File: src/rtl/gmii_pkg.sv
// Shared constants and state type for the GMII transmit framer.
// Used by gmii_tx_framer and crc32_d8.
package gmii_pkg;

   localparam logic [7:0]  PREAMBLE_BYTE = 8'h55;
   localparam logic [7:0]  SFD_BYTE      = 8'hD5;
   localparam logic [31:0] CRC_INIT      = 32'hFFFF_FFFF;
   localparam logic [31:0] CRC_POLY      = 32'h04C1_1DB7;

   typedef enum logic [2:0] {
      ST_IDLE,
      ST_PRE,
      ST_SFD,
      ST_DATA,
      ST_PAD,
      ST_FCS,
      ST_IFG,
      ST_DRAIN
   } tx_state_t;

   // Bit-reverse a 32-bit word; turns the normal poly into its LSB-first form.
   function automatic logic [31:0] reflect32(input logic [31:0] v);
      logic [31:0] r;
      r = '0;
      for (int i = 0; i < 32; i++) r[i] = v[31-i];
      return r;
   endfunction

endpackage

File: src/rtl/crc32_d8.sv
// Combinational one-byte step of the reflected Ethernet CRC-32.
// Pure next-state logic; the CRC register lives in the framer.
module crc32_d8
   import gmii_pkg::*;
(
   input  logic [31:0] crc_in,
   input  logic [7:0]  data,
   output logic [31:0] crc_out
);

   localparam logic [31:0] POLY_R = reflect32(CRC_POLY);

   logic [31:0] crc_v;

   always_comb begin
      crc_v = crc_in ^ {24'd0, data};
      for (int i = 0; i < 8; i++) begin
         crc_v = crc_v[0] ? ((crc_v >> 1) ^ POLY_R) : (crc_v >> 1);
      end
      crc_out = crc_v;
   end

endmodule

File: src/rtl/gmii_tx_framer.sv
// Byte-wide GMII transmit framer: preamble, SFD, payload, optional pad, FCS, IFG.
// Define GMII_TX_PAD_EN to zero-pad payloads shorter than MIN_PAYLOAD.
//
// state    | meaning
// ---------+---------------------------------------------------------
// IDLE     | waiting for s_valid; nothing consumed
// PRE      | emitting PREAMBLE_LEN preamble bytes
// SFD      | emitting the start-of-frame delimiter
// DATA     | passing accepted payload bytes through the CRC
// PAD      | emitting zero bytes up to MIN_PAYLOAD
// FCS      | emitting ~CRC, least-significant byte first
// IFG      | tx_en low; together with IDLE gives IFG_CYCLES low cycles
// DRAIN    | after underrun, discarding bytes through s_last
module gmii_tx_framer
   import gmii_pkg::*;
#(
   parameter int IFG_CYCLES   = 12,
   parameter int PREAMBLE_LEN = 7,
   parameter int MIN_PAYLOAD  = 60
) (
   input  logic       sclk,
   input  logic       rst,
   input  logic [7:0] s_data,
   input  logic       s_valid,
   input  logic       s_last,
   output logic       s_ready,
   output logic [7:0] tx_dat,
   output logic       tx_en,
   output logic       tx_underrun,
   output logic       busy
);

   if (MIN_PAYLOAD < 1 || MIN_PAYLOAD > 127 || IFG_CYCLES < 2 || IFG_CYCLES > 257 ||
       PREAMBLE_LEN < 1 || PREAMBLE_LEN > 256) begin : g_param_range
      $error("gmii_tx_framer parameter out of range for counter widths");
   end

   tx_state_t   state;
   logic [31:0] crc_q;
   logic [31:0] crc_next;
   logic [7:0]  crc_byte;
   logic [7:0]  timer;

`ifdef GMII_TX_PAD_EN
   localparam logic [6:0] MIN_CNT = 7'(MIN_PAYLOAD);
   logic [6:0] byte_cnt;
   assign crc_byte = (state == ST_PAD) ? 8'h00 : s_data;
`else
   assign crc_byte = s_data;
`endif

   assign s_ready = (state == ST_DATA) || (state == ST_DRAIN);
   assign busy    = (state != ST_IDLE);

   crc32_d8 u_crc (
      .crc_in  (crc_q),
      .data    (crc_byte),
      .crc_out (crc_next)
   );

   always_ff @(posedge sclk or posedge rst) begin
      if (rst) begin
         state       <= ST_IDLE;
         crc_q       <= CRC_INIT;
         timer       <= '0;
         tx_dat      <= 8'h00;
         tx_en       <= 1'b0;
         tx_underrun <= 1'b0;
`ifdef GMII_TX_PAD_EN
         byte_cnt    <= '0;
`endif
      end else begin
         tx_underrun <= 1'b0;
         unique case (state)
            ST_IDLE: begin
               tx_dat <= 8'h00;
               tx_en  <= 1'b0;
               crc_q  <= CRC_INIT;
`ifdef GMII_TX_PAD_EN
               byte_cnt <= '0;
`endif
               if (s_valid) begin
                  state <= ST_PRE;
                  timer <= 8'(PREAMBLE_LEN - 1);
               end
            end
            ST_PRE: begin
               tx_dat <= PREAMBLE_BYTE;
               tx_en  <= 1'b1;
               if (timer == 8'd0) state <= ST_SFD;
               else               timer <= timer - 8'd1;
            end
            ST_SFD: begin
               tx_dat <= SFD_BYTE;
               tx_en  <= 1'b1;
               state  <= ST_DATA;
            end
            ST_DATA: begin
               if (s_valid) begin
                  tx_dat <= s_data;
                  tx_en  <= 1'b1;
                  crc_q  <= crc_next;
`ifdef GMII_TX_PAD_EN
                  if (byte_cnt != MIN_CNT) byte_cnt <= byte_cnt + 7'd1;
                  if (s_last) begin
                     if (byte_cnt < MIN_CNT - 7'd1) begin
                        state <= ST_PAD;
                     end else begin
                        state <= ST_FCS;
                        timer <= 8'd3;
                     end
                  end
`else
                  if (s_last) begin
                     state <= ST_FCS;
                     timer <= 8'd3;
                  end
`endif
               end else begin
                  // Starved mid-payload: truncate the frame without an FCS.
                  tx_dat      <= 8'h00;
                  tx_en       <= 1'b0;
                  tx_underrun <= 1'b1;
                  state       <= ST_DRAIN;
               end
            end
`ifdef GMII_TX_PAD_EN
            ST_PAD: begin
               tx_dat   <= 8'h00;
               tx_en    <= 1'b1;
               crc_q    <= crc_next;
               byte_cnt <= byte_cnt + 7'd1;
               if (byte_cnt == MIN_CNT - 7'd1) begin
                  state <= ST_FCS;
                  timer <= 8'd3;
               end
            end
`endif
            ST_FCS: begin
               tx_dat <= ~crc_q[7:0];
               tx_en  <= 1'b1;
               crc_q  <= {8'h00, crc_q[31:8]};
               if (timer == 8'd0) begin
                  state <= ST_IFG;
                  timer <= 8'(IFG_CYCLES - 2);
               end else begin
                  timer <= timer - 8'd1;
               end
            end
            ST_IFG: begin
               // One cycle short: the IDLE cycle completes the gap.
               tx_dat <= 8'h00;
               tx_en  <= 1'b0;
               if (timer == 8'd0) state <= ST_IDLE;
               else               timer <= timer - 8'd1;
            end
            ST_DRAIN: begin
               tx_dat <= 8'h00;
               tx_en  <= 1'b0;
               if (s_valid && s_last) begin
                  state <= ST_IFG;
                  timer <= 8'(IFG_CYCLES - 2);
               end
            end
            default: begin
               tx_dat <= 8'h00;
               tx_en  <= 1'b0;
               state  <= ST_IDLE;
            end
         endcase
      end
   end

endmodule
File: config.mk
export PLATFORM = sky130hd
export DESIGN_NAME = gmii_tx_framer
export DESIGN_NICKNAME = d
export VERILOG_FILES = /design/src/rtl/gmii_pkg.sv /design/src/rtl/crc32_d8.sv /design/src/rtl/gmii_tx_framer.sv
export SDC_FILE = /design/constraint.sdc
export NUM_CORES = 1
export LEC_CHECK = 0
export CAP_MARGIN = 20
export CORE_UTILIZATION = 40
export CTS_CLUSTER_SIZE = 20
export DETAILED_ROUTE_END_ITERATION = 12
export GPL_TIMING_DRIVEN = 0
export HOLD_SLACK_MARGIN = 0.03
export PLACE_DENSITY = 0.66
export SLEW_MARGIN = 30
export SYNTH_ARGS = -nofsm -noshare
export SYNTH_HDL_FRONTEND = slang
export SYNTH_HIERARCHICAL = 1
export SYNTH_SLANG_ARGS = --single-unit
File: constraint.sdc
create_clock -name sclk -period 2.8 [get_ports sclk]
set_input_delay 0.56 -clock sclk [delete_from_list [all_inputs] [get_ports sclk]]
set_output_delay 0.56 -clock sclk [all_outputs]
set_load 0.05 [all_outputs]
Word-level counts from Yosys, hierarchy flattened:

Cells that the tools add are included.

* input port bits: 12
* word-level logic and storage cells: 75
* flip-flop bits (word level): 53
* output and inout port bits: 12

* eq/ne operators: 15
* add/subtract/negate cells: 1
* mux-type cells: 31
* bitwise logic cells: 10
* reduce and logical (&&, ||, !) cells: 12

Operator list (count)
* $mux W32: 9
* $not A13 Y14: 8
* $pmux W32 S3: 1
* $mux W8: 7
* $pmux W8 S5: 1
* $pmux W8 S4: 1
* $xor A32 B8 Y32: 1
* $mux W3: 7
* $pmux W3 S7: 1
* $ne A2 B2 Y1 const B: 7
* $reduce_and A6 Y1: 2
* $eq A3 B3 Y1 const B: 3
* $logic_not A8 Y1: 1
* $not A8 Y8: 1
* $sub A8 B1 Y8 const B: 1
* $eq A3 B2 Y1 const B: 2
* $reduce_bool A3 Y1: 2
* $reduce_bool A5 Y1: 1
* $eq A3 B1 Y1 const B: 1
* $logic_not A3 Y1: 1
* $mux W1: 3
* $ne A3 B3 Y1 const B: 1
* $reduce_or A3 Y1: 1
* $ne A2 B1 Y1 const B: 1
* other kinds (5): 5

Depth between registers and ports, before layout:

Gate-level depths: netlist of run 1.

* depth after elaboration: 19
* mapped depth: 8
* depth with buffers taken out: 8

Hierarchy:

Netlist of run 1, hierarchy kept.

Modules (own cells, without submodules)
* gmii_tx_framer: area each 3032.9 sq um, seq. area each 1366.3 sq um, times used 1, cells an instance 317
* crc32_d8: area each 743.2 sq um, seq. area each 0.0 sq um, times used 1, cells an instance 70

Least setup slack after synthesis of run 1:

Ideal clock, no wire load.

* path kind: input port to flip-flop
* from: input port s_data[2]
* to: register crc_q[21]
* buffers on the path: 0
* data arrival time: 2.392 ns
* library setup time: 0.082 ns
* setup slack: 0.325 ns
* data required time: 2.718 ns
* stages: 7
* cells stage by stage: xnor2_1 -> xor2_1 -> xor3_4 -> xnor2_1 -> a22oi_1 -> nand2_1 -> mux2_2

* word-level cells in the longest chain between the ends: 14

Ends and longest elaborated chain
* start: declaration: RTL line gmii_tx_framer.sv:23 `input logic [7:0] s_data,`
* $xor A32 B8 Y32 (*): RTL line crc32_d8.sv:16 `crc_v = crc_in ^ {24'd0, data};`
* $mux W32 (*) (4 in a row): RTL line crc32_d8.sv:18 `crc_v = crc_v[0] ? ((crc_v >> 1) ^ POLY_R) : (crc_v >> 1);`
* $not A13 Y14 (no source line)
* $mux W32 (*): RTL line crc32_d8.sv:18
* $not A13 Y14 (no source line)
* $mux W32 (*) (2 in a row): RTL line crc32_d8.sv:18
* $not A13 Y14 (no source line)
* $mux W32 (*): RTL line crc32_d8.sv:18
* via crc_next[21]: RTL line gmii_tx_framer.sv:40 `logic [31:0] crc_next;`
* $mux W32 (*): RTL line gmii_tx_framer.sv:99 `if (s_valid) begin`
* $pmux W32 S3 (*): RTL line gmii_tx_framer.sv:74 `unique case (state)`
* end signal: assignment: RTL line gmii_tx_framer.sv:102 `crc_q <= crc_next;`
* end signal: assignment: RTL line gmii_tx_framer.sv:142 `crc_q <= {8'h00, crc_q[31:8]};`
* end: declaration: RTL line gmii_tx_framer.sv:39 `logic [31:0] crc_q;`

The timed path passes the listed nets; every way through them passes the cells marked *. The select of a mux whose other input is x is not followed.
A chain may end at the register's enable or synchronous reset.

Worst setup path after layout of run 1:

* from: input port s_data[6]
* to: register crc_q[19]

* word-level cells in the longest chain between the ends: 13

Ends and longest elaborated chain (RTL line)
* $xor A32 B8 Y32 (*): crc32_d8.sv:16
* $not A13 Y14 (no source line)
* $mux W32 (*) (7 in a row): crc32_d8.sv:18
* $not A13 Y14 (no source line)
* $mux W32 (*): crc32_d8.sv:18
* via crc_next[19]: gmii_tx_framer.sv:40
* $mux W32 (*): gmii_tx_framer.sv:99
* $pmux W32 S3 (*): gmii_tx_framer.sv:74

Marked as above.

==> impl_metrics.tcl, run 1 <==
set metrics [dict create \
    run_status "completed" \
    cp_data_required_time_ps 3040 \
    row_count 35 \
    route.final.wire_length_mm 9.25 \
    report.final.hold_viol_count 0 \
    seq_area_frac_synth 0.362 \
    route.top_layer_used "met4" \
    critical_path_data_arrival_time_ps 3000 \
    ys_seq_elements 53 \
    numCtsBuffers 5 \
    tritoncts_num_sinks 53 \
    seqCellArea_sq_um 1370 \
    irDropWorstVdd_v 0.000235 \
    clkSlewWorstSetupHoldPaths_ps 90 \
    yosys.area_share.simple 0.120 \
    route.detailed.drc 0 \
    clk-insertion-delay-late_ps 320 \
    antenna_cells_inserted 0 \
    main_combinational_cell_family_by_area_after_synthesis "XOR/XNOR gates" \
    synth_fa_ha_area_frac 0.00663 \
    synth_top_cell_by_area "sky130_fd_sc_hd__dfstp_2" \
    r2r_slack_ps 250 \
    power_density_nw_per_um2 345 \
    floorplan.io_pins 24 \
    synthXorXnorAreaFrac 0.198 \
    mappedNetlistArea_sq_um 3780 \
    worst_hold_path_type "flip-flop to flip-flop" \
    floorplan.initialDensity 0.411 \
    timing.hold.ws_ps 489 \
    nFillCells 839 \
    clock_tree.buffer_depth 2 \
    layout_worst_path_cycle_share 0.986 \
    grt_remaining_overflow 0 \
    drt_iter0_markers 120 \
    globalplace.congestion 0.829 \
    synth.cells.most_frequent "43 x sky130_fd_sc_hd__xnor2_1, 38 x sky130_fd_sc_hd__nor2_1, 32 x sky130_fd_sc_hd__dfstp_2, 27 x sky130_fd_sc_hd__inv_1, 25 x sky130_fd_sc_hd__mux2i_1" \
    grt_max_degree 33 \
    met2WireLength_mm 4.44 \
    width_of_the_chip_um 99.2 \
    fmax_ghz 0.362 \
    timing.setup.critical_path_class "primary input to flip-flop" \
    syn_nets 401 \
    grt_usage 0.198 \
    layout.nets 437 \
    detailroute.via_count 2963 \
    die_h_um 99.2 \
    worstMarginPinSlew_ps 895 \
    detail_route_met3_wl_um 278 \
    dr.pass1.iters 4 \
    syn_to_final_growth_pct 15.9 \
    final_clock_skew_ps 14.5 \
    place_area_sq_um 4160 \
    synthFlopType "sky130_fd_sc_hd__dfstp_2" \
    setup.worst_path.end_class "flip-flop" \
    synthTopCellsByArea "sky130_fd_sc_hd__dfstp_2 22%, sky130_fd_sc_hd__dfrtp_1 14%, sky130_fd_sc_hd__xnor2_1 10%, sky130_fd_sc_hd__mux2i_1 6.6%, sky130_fd_sc_hd__a22o_1 4.2%" \
    final_max_slew_viol_count 0 \
    core_region_area_sq_um 9200 \
    design.die.area_sq_um 9830 \
    portBuffers 22 \
    final_antenna_net_count 0 \
    design_area_sq_um 4380 \
    synth-compound-area-share 0.169 \
    period_minus_slack_ps 2760 \
    drt-met1-wl_mm 4.30 \
    multiInputGateArea_sq_um 2280 \
    cts.root.buffer_cell "sky130_fd_sc_hd__clkbuf_8" \
    first_global_vias 2875 \
    report.power.total_mw 1.51 \
    crit_fanout 5 \
    max_slew_margin 0.399 \
    antenna_violations_before_repair 0 \
    cts_tree "done" \
    critPathLaunchType "primary input" \
    postSynthCellCount 387 \
    synth_warnings 6 \
    max_cap_violations 0 \
    synth_most_common_cell "sky130_fd_sc_hd__xnor2_1" \
    layout-drive-gt1-share 0.219 \
    avgViaCountPerCell 5.54 \
    total_leakage_power_nw 2.03 \
    synth_top_area_frac 0.223 \
    wl_per_cell_um 17.3 \
    edff_count_synth 0 \
    fin_util 0.476 \
    setup_repair_after_global_routing_missed_its_margin "yes" \
    dp.final_hpwl_mm 6.61 \
    synth.mux.area_fraction 0.0881 \
    grt_pass1_wl_mm 15.1 \
    postSynthAreaPerCell_sq_um 9.76 \
    htree_levels 2 \
    netlist-cell-type-count 58 \
    setup_violations 0 \
    synth-async-reset-ratio 1.00 \
]
## state kept, by name, summed over array words and instances (netlist names)
name	count
tx_underrun	1
timer	8
tx_dat	8
tx_en	1
crc_q	32
state	3
## worst max-delay path, cell delays in order
cell and delay [ps]:
sky130_fd_sc_hd__clkdlybuf4s50_1 570, sky130_fd_sc_hd__xor2_4 360, sky130_fd_sc_hd__xnor2_4 220, sky130_fd_sc_hd__xor2_2 300, sky130_fd_sc_hd__inv_2 100, sky130_fd_sc_hd__xnor3_1 370
sky130_fd_sc_hd__a22oi_1 190, sky130_fd_sc_hd__nand2_1 80, sky130_fd_sc_hd__mux2_2 260
## cell type report
type | count | area share
well taps | 111 | 0.0317
clock buffers | 6 | 0.0166
inverters | 29 | 0.0254
multi-input cells | 285 | 0.522
repair buffers | 29 | 0.0646
flip-flops and latches | 53 | 0.312
clock inverters | 2 | 0.00314
plain buffers | 20 | 0.0243
## cell families after synthesis
kind of cell    count (synthesis)
flops                          53
mux                            32
xor+xnor                       70
fa+ha+maj                       2
compound gates                 88
buf+inv                        49
simple gates                   93
## power by group
group / internal [mW] / total [mW] / switching [mW]
Sequential: 0.768 / 0.768 / 0
Clock: 0.179 / 0.457 / 0.277
Combinational: 0.141 / 0.285 / 0.143
Total: 1.09 / 1.51 / 0.421
## metal layers
layer / up-vias / GRT usage
met2: 68 / 0.331
met3: 14 / 0.0260
met4: 0 / 0.0713
li1: 1416 / -
met5: - / 0
met1: 1465 / 0.265
## layout by cell type (no fill, tap or decap), types with 6 or more instances in the layout
cell type,instances
sky130_fd_sc_hd__a211oi_1,6
sky130_fd_sc_hd__a22o_1,18
sky130_fd_sc_hd__o22ai_1,9
sky130_fd_sc_hd__mux2i_1,25
sky130_fd_sc_hd__xnor2_1,39
sky130_fd_sc_hd__mux2_2,6
sky130_fd_sc_hd__dfrtp_1,21
sky130_fd_sc_hd__a22oi_1,8
sky130_fd_sc_hd__clkdlybuf4s50_1,20
sky130_fd_sc_hd__a21oi_1,17
sky130_fd_sc_hd__buf_2,10
sky130_fd_sc_hd__nor2_1,38
sky130_fd_sc_hd__nand2_1,19
sky130_fd_sc_hd__dfstp_2,32
sky130_fd_sc_hd__nor3_1,7
sky130_fd_sc_hd__nand3_1,7
sky130_fd_sc_hd__buf_4,7
sky130_fd_sc_hd__inv_1,26
sky130_fd_sc_hd__o21ai_0,16
sky130_fd_sc_hd__xor2_1,14
## final timing paths
kind	from	to	depth (start not counted)
setup / recovery	s_data[6]	crc_q[19]	9
hold / removal	crc_q[31]	crc_q[31]	2
setup reg to reg	crc_q[6]	crc_q[19]	8
hold reg to reg	crc_q[31]	crc_q[31]	2
max in group asynchronous	rst	crc_q[31]	3
min in group asynchronous	rst	tx_dat[4]	2
## through the flow
stage / instances / setup TNS (ps) / worst slack [ps]
floorplan: 387 / 0 / 325
global placement: 520 / -6430 / -587
detailed placement: 521 / -4060 / -567
CTS: 530 / -35.2 / -35.2
global route: 535 / -85.1 / -27.0
finish: 535 / 0 / 39.0
## timing repair
item                       CTS  global route
pin swaps                    2             3
buffers inserted             1             5
hold buffers                 0             0
setup endpoints to repair    4             6
resized for setup            9             5
No activity file was read; power rests on OpenSTA's default activity.
==> run 2: changes to the inputs <==
--- a/config.mk
+++ b/config.mk
@@ -5,13 +5,14 @@
 export SDC_FILE = /design/constraint.sdc
 export NUM_CORES = 1
 export LEC_CHECK = 0
+export ABC_AREA = 1
 export CAP_MARGIN = 20
 export CORE_UTILIZATION = 40
 export CTS_CLUSTER_SIZE = 20
 export DETAILED_ROUTE_END_ITERATION = 12
 export GPL_TIMING_DRIVEN = 0
 export HOLD_SLACK_MARGIN = 0.03
-export PLACE_DENSITY = 0.66
+export PLACE_DENSITY = 0.65
 export SLEW_MARGIN = 30
 export SYNTH_ARGS = -nofsm -noshare
 export SYNTH_HDL_FRONTEND = slang
==> run 2 against run 1 <==
Effect of this change: maximum frequency increased by 8.1%; first-iteration DRC count increased by 53%; clock-buffer cell count did not move; clock skew barely moved; cell area rose by 1.7%; critical path depth decreased by 5; worst setup slack better by 210 ps; core utilization down 0.10 points; flip-flop and latch count is the same; non-clock buffer count is 9 lower.
==> impl_metrics.tcl, run 2 <==
set metrics [dict create \
    synthFlopType "sky130_fd_sc_hd__dfstp_2" \
    route.detailed.drc 0 \
    postSynthAreaPerCell_sq_um 7.29 \
    drt_iter0_markers 184 \
    clkSlewWorstSetupHoldPaths_ps 120 \
    setup.worst_path.end_class "output port" \
    first_global_vias 3497 \
    mostFrequentLayoutCell "sky130_fd_sc_hd__nand2_1" \
    detailroute.via_count 3510 \
    layout_common_cells "193 x sky130_fd_sc_hd__nand2_1, 54 x sky130_fd_sc_hd__inv_1, 51 x sky130_fd_sc_hd__xor2_1, 32 x sky130_fd_sc_hd__dfstp_2, 28 x sky130_fd_sc_hd__a21oi_1" \
    r2r_slack_ps 680 \
    layout_worst_path_cycle_share 0.913 \
    number_of_gates_resized_after_cts 0 \
    netlist-cell-type-count 32 \
    synth.cells.most_frequent "193 x sky130_fd_sc_hd__nand2_1, 55 x sky130_fd_sc_hd__inv_1, 51 x sky130_fd_sc_hd__xor2_1, 32 x sky130_fd_sc_hd__dfstp_2, 28 x sky130_fd_sc_hd__a21oi_1" \
    layout.nets 583 \
    setup_violations 0 \
    ys_seq_elements 53 \
    edff_count_synth 0 \
    design.die.area_sq_um 10200 \
    route.final.wire_length_mm 9.79 \
    fmax_ghz 0.391 \
    slowest_stage "sky130_fd_sc_hd__clkdlybuf4s50_1" \
    run_status "completed" \
    clock_tree.buffer_depth 2 \
    width_of_the_chip_um 101 \
    grt_usage 0.212 \
    worstMarginPinSlew_ps 617 \
    route.top_layer_used "met4" \
    critPathLaunchType "flip-flop" \
    met2WireLength_mm 4.72 \
    worst_slack_at_placement_ps 196 \
    layout-drive-gt1-share 0.167 \
    tritoncts_num_sinks 53 \
    crit_path_max_incr_delay_ps 830 \
    synth_warnings 6 \
    numCtsBuffers 5 \
    worst_hold_path_type "primary input to asynchronous set/reset pin" \
    synth-async-reset-ratio 1.00 \
    dp.final_hpwl_mm 7.24 \
    cts.root.buffer_cell "sky130_fd_sc_hd__clkbuf_8" \
    mappedNetlistArea_sq_um 3920 \
    portBuffers 23 \
    timing.setup.critical_path_class "flip-flop to output port" \
    dr.pass1.iters 5 \
    critPathTopFamily "buffers and inverters" \
    grt_max_degree 43 \
    cts_tree "done" \
    htree_levels 2 \
    max_cap_violations 0 \
    critical_path_data_arrival_time_ps 2000 \
    die_h_um 101 \
    final_clock_skew_ps 14.1 \
    synth_top_area_frac 0.214 \
    antenna_cells_inserted 0 \
    max_slew_margin 0.589 \
    final_max_slew_viol_count 0 \
    largest_register_ff_count 32 \
    synth_top_cell_by_area "sky130_fd_sc_hd__dfstp_2" \
    detail_route_met3_wl_um 482 \
    postSynthCellCount 538 \
    critPathBufInv 2 \
    floorplan.io_pins 24 \
    setup_repair_after_global_routing_missed_its_margin "no" \
    grt_pass1_wl_mm 16.8 \
    cts_hold_buf 0 \
    synthTopCellsByArea "sky130_fd_sc_hd__dfstp_2 21%, sky130_fd_sc_hd__nand2_1 18%, sky130_fd_sc_hd__dfrtp_1 13%, sky130_fd_sc_hd__xor2_1 11%, sky130_fd_sc_hd__inv_1 5.3%" \
    globalplace.congestion 0.894 \
    cp_data_required_time_ps 2240 \
    wl_per_cell_um 14.0 \
    report.final.hold_viol_count 0 \
    floorplan.initialDensity 0.419 \
    grt_remaining_overflow 0 \
    post_cts_buffers 0 \
    final_antenna_net_count 0 \
    period_minus_slack_ps 2560 \
    antenna_violations_before_repair 0 \
    syn_nets 552 \
    clk-insertion-delay-late_ps 320 \
    avgViaCountPerCell 5.02 \
    row_count 35 \
    syn_to_final_growth_pct 13.5 \
    drt-met1-wl_mm 4.37 \
    core_region_area_sq_um 9370 \
    cp_cell_sequence "buf_2, nor2_1, nand2_1, clkdlybuf4s50_1" \
    crit_fanout 9 \
    seq_area_frac_synth 0.348 \
    max_flop_register "crc_q" \
    synth_most_common_cell "sky130_fd_sc_hd__nand2_1" \
    top_regs "crc_q (32), timer (8), tx_dat (8)" \
    setup_slack_ps 245 \
]
-- run 2: layout make-up --
class / count / area, sq um
inverters: 62 / 238
fillers: 951 / 4920
plain buffers: 16 / 92.6
clock buffers: 6 / 93.8
well taps: 129 / 161
multi-input cells: 407 / 2230
clock inverters: 2 / 20.0
repair buffers: 24 / 250
flip-flops and latches: 53 / 1370
-- run 2: worst paths after layout --
kind,from,to,cells past startpoint
hold / removal,rst,state[0],2
min in group sclk,crc_q[2],crc_q[2],2
setup reg to reg,crc_q[2],crc_q[22],11
hold reg to reg,crc_q[2],crc_q[2],2
max in group asynchronous,rst,crc_q[29],3
setup / recovery,state[2],busy,4
-- run 2: metrics by stage --
stage          hold slack [ps]  instance area (sq um)  utilization  std cells  TNS [ps]
2_1_floorplan              442                   3920            -        538         0
3_3_place_gp               462                   4310        0.460        690     -2290
3_5_place_dp               468                   4340        0.463        691         0
4_1_cts                    479                   4450        0.475        699         0
5_1_grt                    494                   4450        0.475        699         0
6_report                   481                   4450        0.475        699         0
-- run 2: kinds of logic after synthesis --
group	Yosys count	share of synthesized area
AOI/OAI and AO/OA	83	0.124
xor gates and xnor gates	64	0.150
adders and majority gates	2	0.00638
buffers and inverters	78	0.0836
DFF	53	0.348
and+or+nand+nor	258	0.288
-- run 2: routing by layer --
layer / up-vias / GRT usage
li1: 1748 / -
met1: 1644 / 0.283
met2: 97 / 0.359
met3: 21 / 0.0208
met4: 0 / 0.0713
met5: - / 0
-- run 2: worst register-to-register path: cells and delay by family (launching register included) --
kind	cells	cell delay [ps]
buffers and inverters	1	50
flip-flops	1	570
XOR/XNOR	2	390
AND/OR/NAND/NOR	6	830
AO/OA/AOI/OAI	2	210
Power of run 2 is not shown: default switching activity piles up to over one toggle a cycle in this logic, so the estimate is an artifact.
==> run 3: changes to the inputs <==
--- a/config.mk
+++ b/config.mk
@@ -7,12 +7,14 @@
 export LEC_CHECK = 0
 export ABC_AREA = 1
 export CAP_MARGIN = 20
+export CELL_PAD_IN_SITES_DETAIL_PLACEMENT = 1
+export CELL_PAD_IN_SITES_GLOBAL_PLACEMENT = 1
 export CORE_UTILIZATION = 40
 export CTS_CLUSTER_SIZE = 20
 export DETAILED_ROUTE_END_ITERATION = 12
 export GPL_TIMING_DRIVEN = 0
 export HOLD_SLACK_MARGIN = 0.03
-export PLACE_DENSITY = 0.65
+export PLACE_DENSITY = 0.82
 export SLEW_MARGIN = 30
 export SYNTH_ARGS = -nofsm -noshare
 export SYNTH_HDL_FRONTEND = slang
==> run 3 against run 2 <==
Effect of this change: non-clock buffer count did not move; via count rose by 2.8%; maximum frequency fell by 3.9%; first-iteration DRC count fell by 49%; routed wire length rose by 19%; sequential share of layout area barely moved; global-route usage rose by 3.7 points; flip-flop and latch count did not move.
==> impl_metrics.tcl, run 3 (synthesis results as in run 2) <==
set metrics [dict create \
    run_status "completed" \
    critical_path_data_arrival_time_ps 2100 \
    core_region_area_sq_um 9370 \
    max_cap_violations 0 \
    numCtsBuffers 5 \
    grt_usage 0.249 \
    max_slew_margin 0.575 \
    clk-insertion-delay-late_ps 310 \
    worst_hold_path_type "flip-flop to flip-flop" \
    max_flop_register "crc_q" \
    r2r_cells 11 \
    grt_remaining_overflow 0 \
    r2r_start "crc_q[2]" \
    crit_fanout 9 \
    antenna_violations_before_repair 0 \
    wl_per_cell_um 16.7 \
    dp.final_hpwl_mm 8.54 \
    layout.nets 583 \
    number_of_gates_resized_after_cts 0 \
    layout-drive-gt1-share 0.167 \
    period_minus_slack_ps 2660 \
    setup_violations 0 \
    cts.root.buffer_cell "sky130_fd_sc_hd__clkbuf_8" \
    die_h_um 101 \
    layout_common_cells "193 x sky130_fd_sc_hd__nand2_1, 54 x sky130_fd_sc_hd__inv_1, 51 x sky130_fd_sc_hd__xor2_1, 32 x sky130_fd_sc_hd__dfstp_2, 28 x sky130_fd_sc_hd__a21oi_1" \
    top_regs "crc_q (32), timer (8), tx_dat (8)" \
    largest_register_ff_count 32 \
    r2r_slack_ps 600 \
    worst_hold_startpoint "crc_q[2]" \
    antenna_cells_inserted 0 \
    worstHoldEndpoint "crc_q[2]" \
    avgViaCountPerCell 5.16 \
    detailroute.via_count 3610 \
    portBuffers 23 \
    grt_max_degree 40 \
    min_path_cells 2 \
    cp_data_required_time_ps 2240 \
    clock_tree.buffer_depth 2 \
    critPathLaunchType "flip-flop" \
    timing.setup.critical_path_class "flip-flop to output port" \
    final_antenna_net_count 0 \
    route.detailed.drc 0 \
    final_max_slew_viol_count 0 \
    layout_worst_path_cycle_share 0.949 \
    htree_levels 2 \
    r2r_end "crc_q[4]" \
    timing.hold.ws_ps 495 \
    dr.pass1.iters 4 \
    cts_hold_buf 0 \
    cts_tree "done" \
    syn_to_final_growth_pct 13.6 \
    clkSlewWorstSetupHoldPaths_ps 110 \
    grt_pass1_wl_mm 19.6 \
    tritoncts_num_sinks 53 \
    drt_iter0_markers 93 \
    globalplace.congestion 0.853 \
    setup.worst_path.end_class "output port" \
    row_count 35 \
    width_of_the_chip_um 101 \
    final_clock_skew_ps 10.1 \
    report.final.hold_viol_count 0 \
    floorplan.initialDensity 0.419 \
    first_global_vias 3916 \
    worstMarginPinSlew_ps 637 \
    floorplan.io_pins 24 \
    post_cts_buffers 0 \
    route.final.wire_length_mm 11.7 \
    setup_repair_after_global_routing_missed_its_margin "no" \
    mostFrequentLayoutCell "sky130_fd_sc_hd__nand2_1" \
    design.die.area_sq_um 10200 \
    fmax_ghz 0.376 \
]
==> run 3: stage by stage <==
step / std cells / setup WS [ps] / TNS [ps] / area, sq um / utilization
floorplan: 538 / 991 / 0 / 3920 / -
global placement: 690 / -156 / -3170 / 4310 / 0.460
detailed placement: 691 / 77.4 / 0 / 4340 / 0.463
CTS: 699 / 137 / 0 / 4460 / 0.476
global route: 699 / 49.5 / 0 / 4460 / 0.476
finish: 699 / 142 / 0 / 4460 / 0.476
==> run 3: worst max path at each step <==
stage / to / slack [ps] / cells past startpoint / start
floorplan: crc_q[22] / 990 / 12 / s_data[2]
global placement: tx_dat[3] / -160 / 2 / rst
detailed placement: crc_q[4] / 80 / 12 / s_data[2]
CTS: busy / 140 / 4 / state[2]
global route: busy / 50 / 4 / state[2]
finish: busy / 140 / 4 / state[2]
==> run 3: worst max-delay path, stage by stage, from the launching register on <==
cell	delay (ps)
sky130_fd_sc_hd__dfrtp_1	340
sky130_fd_sc_hd__buf_2	240
sky130_fd_sc_hd__nor2_1	120
sky130_fd_sc_hd__nand2_1	220
sky130_fd_sc_hd__clkdlybuf4s50_1	860
==> run 3: cell type report <==
cell class	instances	area [sq um]
Tap cell	129	161
Inverter	62	238
Clock inverter	2	37.5
Timing Repair Buffer	24	250
Clock buffer	6	82.6
Multi-Input combinational cell	407	2230
Sequential cell	53	1370
Buffer	16	92.6
Fill cell	1203	4910
==> run 3: routing by layer <==
metal | vias to the layer above | part of all wire | wire length (um) | track usage
met5 | - | 0 | 0 | 0
li1 | 1742 | - | - | -
met2 | 61 | 0.50 | 5840 | 0.446
met1 | 1788 | 0.45 | 5220 | 0.313
met4 | 0 | 0.022 | 257 | 0.0803
met3 | 19 | 0.029 | 338 | 0.0284
Power of run 3 is left out for the same reason.
